### config.mk
export PLATFORM = sky130hd
export DESIGN_NAME = instr_fetch_queue
export DESIGN_NICKNAME = d
export VERILOG_FILES = /design/src/rtl/instr_fetch_queue_pkg.sv /design/src/rtl/sync_fifo.sv /design/src/rtl/instr_fetch_queue.sv
export SDC_FILE = /design/constraint.sdc
export NUM_CORES = 1
export LEC_CHECK = 0
export CAP_MARGIN = 25
export CORE_MARGIN = 5
export CORE_UTILIZATION = 51
export CTS_BUF_LIST = sky130_fd_sc_hd__clkbuf_4
export CTS_CLUSTER_DIAMETER = 50
export DETAILED_ROUTE_END_ITERATION = 7
export HOLD_SLACK_MARGIN = 0.15
export PLACE_DENSITY = 0.86
export RECOVER_POWER = 25
export SLEW_MARGIN = 20
export SYNTH_ARGS = -nofsm -noshare
export SYNTH_HDL_FRONTEND = slang
export SYNTH_SLANG_ARGS = --single-unit
### constraint.sdc
create_clock -name clk -period 2.2 [get_ports clk]
set_input_delay 0.55 -clock clk [delete_from_list [all_inputs] [get_ports clk]]
set_output_delay 0.55 -clock clk [all_outputs]
set_load 0.1 [all_outputs]
### src/rtl/instr_fetch_queue_pkg.sv
// Shared CPU parameters: datapath widths and the NOP encoding used by the
// fetch queue and the program memory.
package instr_fetch_queue_pkg;

    localparam int unsigned CPU_WIDTH     = 32;
    localparam int unsigned CPU_ADD_WIDTH = 8;

    // addi x0, x0, 0
    localparam logic [CPU_WIDTH-1:0] NOP_INSTR = 32'h0000_0013;

endpackage : instr_fetch_queue_pkg

### src/rtl/sync_fifo.sv
// Synchronous FIFO with a synchronous flush; simultaneous push and pop is allowed when full.
// Storage is not reset: occupancy alone decides which entries are meaningful.
module sync_fifo #(
    parameter  int unsigned WIDTH = 40,
    parameter  int unsigned DEPTH = 4,
    localparam int unsigned PTR_W = $clog2(DEPTH),
    localparam int unsigned CNT_W = PTR_W + 1
) (
    input  logic             clk,
    input  logic             rst,
    input  logic             i_flush,
    input  logic             i_push,
    input  logic             i_pop,
    input  logic [WIDTH-1:0] i_wdata,
    output logic [WIDTH-1:0] o_rdata,
    output logic [CNT_W-1:0] o_count,
    output logic             o_empty,
    output logic             o_full
);

    logic [WIDTH-1:0] r_mem [DEPTH];
    logic [PTR_W-1:0] r_head;
    logic [PTR_W-1:0] r_tail;
    logic [CNT_W-1:0] r_count;
    logic             w_do_pop;
    logic             w_do_push;

    assign o_empty   = (r_count == '0);
    assign o_full    = (r_count == CNT_W'(DEPTH));
    assign w_do_pop  = i_pop && !o_empty && !i_flush;
    assign w_do_push = i_push && !i_flush && (!o_full || w_do_pop);

    // Pointers and occupancy; flush returns everything to the empty state
    always_ff @(posedge clk or posedge rst) begin
        if (rst) begin
            r_head  <= '0;
            r_tail  <= '0;
            r_count <= '0;
        end else if (i_flush) begin
            r_head  <= '0;
            r_tail  <= '0;
            r_count <= '0;
        end else begin
            if (w_do_pop) begin
                r_head <= r_head + PTR_W'(1);
            end
            if (w_do_push) begin
                r_tail <= r_tail + PTR_W'(1);
            end
            r_count <= r_count + CNT_W'(w_do_push) - CNT_W'(w_do_pop);
        end
    end

    always_ff @(posedge clk) begin
        if (w_do_push) begin
            r_mem[r_tail] <= i_wdata;
        end
    end

    assign o_rdata = r_mem[r_head];
    assign o_count = r_count;

endmodule : sync_fifo

### src/rtl/instr_fetch_queue.sv
// Instruction fetch queue: sequences the fetch PC, handles redirects and buffers
// {pc, instruction} pairs for the fetch stage.
module instr_fetch_queue
    import instr_fetch_queue_pkg::*;
#(
    parameter  int unsigned WIDTH     = CPU_WIDTH,
    parameter  int unsigned ADD_WIDTH = CPU_ADD_WIDTH,
    parameter  int unsigned DEPTH     = 4,
    localparam int unsigned CNT_W     = $clog2(DEPTH) + 1,
    localparam int unsigned ENTRY_W   = WIDTH + ADD_WIDTH
) (
    input  logic                 clk,
    input  logic                 rst,
    output logic [ADD_WIDTH-1:0] mem_add,
    input  logic [WIDTH-1:0]     mem_instruction,
    input  logic                 redirect_valid,
    input  logic [ADD_WIDTH-1:0] redirect_pc,
    output logic                 out_valid,
    input  logic                 out_ready,
    output logic [WIDTH-1:0]     out_instr,
    output logic [ADD_WIDTH-1:0] out_pc,
    output logic [CNT_W-1:0]     count
);

    logic [ADD_WIDTH-1:0] r_fetch_pc;
    logic [ENTRY_W-1:0]   w_rdata;
    logic [CNT_W-1:0]     w_count;
    logic                 w_empty;
    logic                 w_full;
    logic                 w_pop;
    logic                 w_push;

    assign w_pop  = !w_empty && out_ready;
    assign w_push = !redirect_valid && (!w_full || w_pop);

    // Fetch PC: redirect wins, otherwise advance only when the fetched word was queued
    always_ff @(posedge clk or posedge rst) begin
        if (rst) begin
            r_fetch_pc <= '0;
        end else if (redirect_valid) begin
            r_fetch_pc <= redirect_pc;
        end else if (w_push) begin
            r_fetch_pc <= r_fetch_pc + ADD_WIDTH'(1);
        end
    end

    sync_fifo #(
        .WIDTH (ENTRY_W),
        .DEPTH (DEPTH)
    ) u_fifo (
        .clk     (clk),
        .rst     (rst),
        .i_flush (redirect_valid),
        .i_push  (w_push),
        .i_pop   (w_pop),
        .i_wdata ({r_fetch_pc, mem_instruction}),
        .o_rdata (w_rdata),
        .o_count (w_count),
        .o_empty (w_empty),
        .o_full  (w_full)
    );

    // Empty queue presents a NOP at address 0 so unwritten storage never leaks out
    assign mem_add   = r_fetch_pc;
    assign out_valid = !w_empty;
    assign count     = w_count;
    assign out_instr = w_empty ? WIDTH'(NOP_INSTR) : w_rdata[WIDTH-1:0];
    assign out_pc    = w_empty ? '0 : w_rdata[ENTRY_W-1:WIDTH];

endmodule : instr_fetch_queue

==> impl_results.md <==
- Status: complete, but fails checks
- Failing checks: negative setup slack
- Hold WS: 324 ps
- Clock slew at reported path FFs: 150 ps
- P&R area growth vs syn: 38.7%
- Via-to-Cell Ratio: 5.58
- Port buffer count: 95
- Ratio of cells with drive above 1 in the final layout: 44.0%
- Seq cells post-synth: between 150 and 200
- Remaining routing DRC violations: 0
- Yosys warnings: 0
- First-pass iteration count of the detailed router: 4
- RSZ-0062 raised after global routing: yes
- Leading area contributor after synthesis: edfxtp_1
- CTS tree: done
- Worst R2R Start: u_fifo.o_count[2]
- # nets final: 546
- Dominant cells by area after synthesis: edfxtp_1 69%, mux4_2 13%, dfrtp_1 5.4%, nor2b_1 3.5%, ha_1 1.3%
- Post-synthesis cell type count: 40
- CTS root buf: clkbuf_4
- Reg2Reg Capture Point: u_fifo.o_count[2]
- Post-synth EDFFs: 160
- Final worst slack: -565 ps
- Core footprint: 13300 um^2
- Area fraction of the dominant cell type after synthesis: 69.0%
- Reg-to-reg setup timing slack: ~20 ps
- Peak Freq: approximately 360 MHz
- Initial antenna violation count: 0
- Hold Vio Cnt, Final: 0
- Rows: 42
- Area of the die: between 15000 and 20000 um^2
- Worst-Skew Late Latency: around 570 ps
- DR vias: 3813
- Setup violations, final: 41
- Largest net degree at the start of global routing: 30
- Final ANT Viol Nets: 0
- Fin crit share: 126%
- Worst Hold Class: in2async
- Antenna cells: 0
- Startpoint class of the critical path: flop
- Worst path arrival time: approximately 2200 ps
- WL final: 14800 um
- Primary FF master, synth: edfxtp_1
- Hpwl dp: 9940 um
- Endpoint class of the critical path: primary output
- Data required time at the worst endpoint: between 1500 and 2000 ps
- R2R cell count: 10
- Routability Congestion: 0.772
- Post-CTS Hold Buffers: 0
- DR WL/cell: ~22 um
- Max cap viols: 0
- Cell Area, Synth: 6970 um^2
- Least-Margin Pin Slew: 571 ps
- Post-synthesis sequential area ratio: 74.3%
- CP Class: reg2out
- Die height: between 100 and 150 um
- Initial Util: 52.4%
- Htree depth: 4
- CP max FO: 3
- Die span in x: 127 um
- Max Root-Sink Buffers: 2
- GRT overflow: 0
- Fin. max-slew vios: 0
- Vias in the first global route: roughly 4000
- Skew final: 30.7 ps
- Gr usage total: 19.0%
- Syn Nets: ~400
- Post-Route Utilization: 72.7%
- Inst Count DP: roughly 640
- Slew HR: 61.9%
- Initial drt markers: 251
- Period minus WS final: roughly 2800 ps
- First-pass GRT wire length: 22900 um
- Avg Cell Area, Syn: 19.7 um^2
- Cts bufs inserted: 17
- Asr flop ratio synth: 8.57%
- Non-filler cells, final: 683
- I/O pin count: 96
- Clock Sinks: 175
- Synthesized netlist cell count: between 300 and 400
==> worst max-delay path by stage <==
stage,from,slack [ps],cells after the start,to
3_3_place_gp,out_ready,-240,10,u_fifo.o_count[2]
4_1_cts,u_fifo.r_head[0],-580,5,out_instr[4]
6_report,u_fifo.r_head[0],-570,5,out_instr[4]
2_1_floorplan,u_fifo.r_head[0],-120,4,out_pc[7]
3_5_place_dp,out_ready,-390,10,u_fifo.o_count[2]
5_1_grt,u_fifo.r_head[0],-630,5,out_instr[4]
==> sequential cells by signal, indices dropped and copies added, names as in the netlist <==
signal / flops
u_fifo.r_mem: 160
mem_add: 8
u_fifo.o_count: 3
u_fifo.r_head: 2
u_fifo.r_tail: 2
==> final cells by class <==
class	instances	area [um^2]
inverter	8	33.8
clock buffer	19	143
fill	738	3630
clock inverter	13	90.1
timing repair buffer	140	2000
sequential	175	5200
multi-input combinational	152	1980
tap	176	220
==> critical path, stage by stage (launching register included) <==
cell     delay (ps)
dfrtp_4         530
buf_6           140
buf_6           110
mux4_2          430
or2_4           270
buf_12          170
==> per-layer routing <==
layer | global-route usage (%) | vias to the layer above | wire length, um
met5 | 0 | - | 0
met4 | 6.06 | 0 | 201
met3 | 5.21 | 19 | 769
met2 | 33.3 | 144 | 8100
met1 | 23.1 | 1963 | 5700
li1 | - | 1687 | -
==> Yosys cell counts (2+ instances only) <==
| library cell | n |
|---|---|
| nand2_1 | 8 |
| xor2_1 | 3 |
| dfrtp_1 | 15 |
| a31oi_1 | 2 |
| xnor2_1 | 2 |
| buf_6 | 2 |
| and3_1 | 4 |
| nor2b_1 | 39 |
| ha_1 | 7 |
| nand3_1 | 5 |
| inv_1 | 7 |
| mux4_2 | 40 |
| or4_1 | 4 |
| edfxtp_1 | 160 |
| o21ai_0 | 2 |
| buf_4 | 4 |
| nor3_1 | 2 |
| clkbuf_1 | 5 |
| buf_2 | 6 |
| or2_2 | 2 |
| o31ai_1 | 3 |
| o211ai_1 | 2 |
| nor4b_1 | 2 |
| nor2_1 | 11 |
==> cells by family after synthesis <==
group           synth area share, %
compound gates                 1.49
xor+xnor                      0.629
fa+ha+maj                      1.54
buf+inv                        1.94
flops                          74.3
mux                            13.1
simple gates                   6.99
==> what timing repair did <==
action	4_1_cts	5_1_grt
endpoints found under the setup margin	41	43
hold endpoints to repair	0	0
resized for setup	11	4
gates cloned	1	2
pin swaps	3	1
buffers inserted	10	0
==> cells in the final DEF (no fill, tap or decap), types with 6 or more instances in the layout <==
cell type	n
dlygate4sd3_1	23
clkbuf_4	19
edfxtp_1	160
inv_1	6
clkdlybuf4s50_1	20
mux4_2	40
buf_4	28
ha_1	7
nand2_1	8
nor2_1	11
nor2b_4	37
buf_12	61
dfrtp_1	10
clkinvlp_4	6
==> metrics by stage <==
step / setup TNS, ps / setup WS [ps] / area, um^2
6_report: -20270 / -565 / 9660
5_1_grt: -23670 / -629 / 9660
4_1_cts: -21460 / -576 / 9590
3_5_place_dp: -39480 / -389 / 9190
3_3_place_gp: -28400 / -244 / 9190
2_1_floorplan: -121 / -121 / 7300
Power is not shown: default switching activity piles up to over one toggle a cycle in this logic, so the estimate is an artifact.
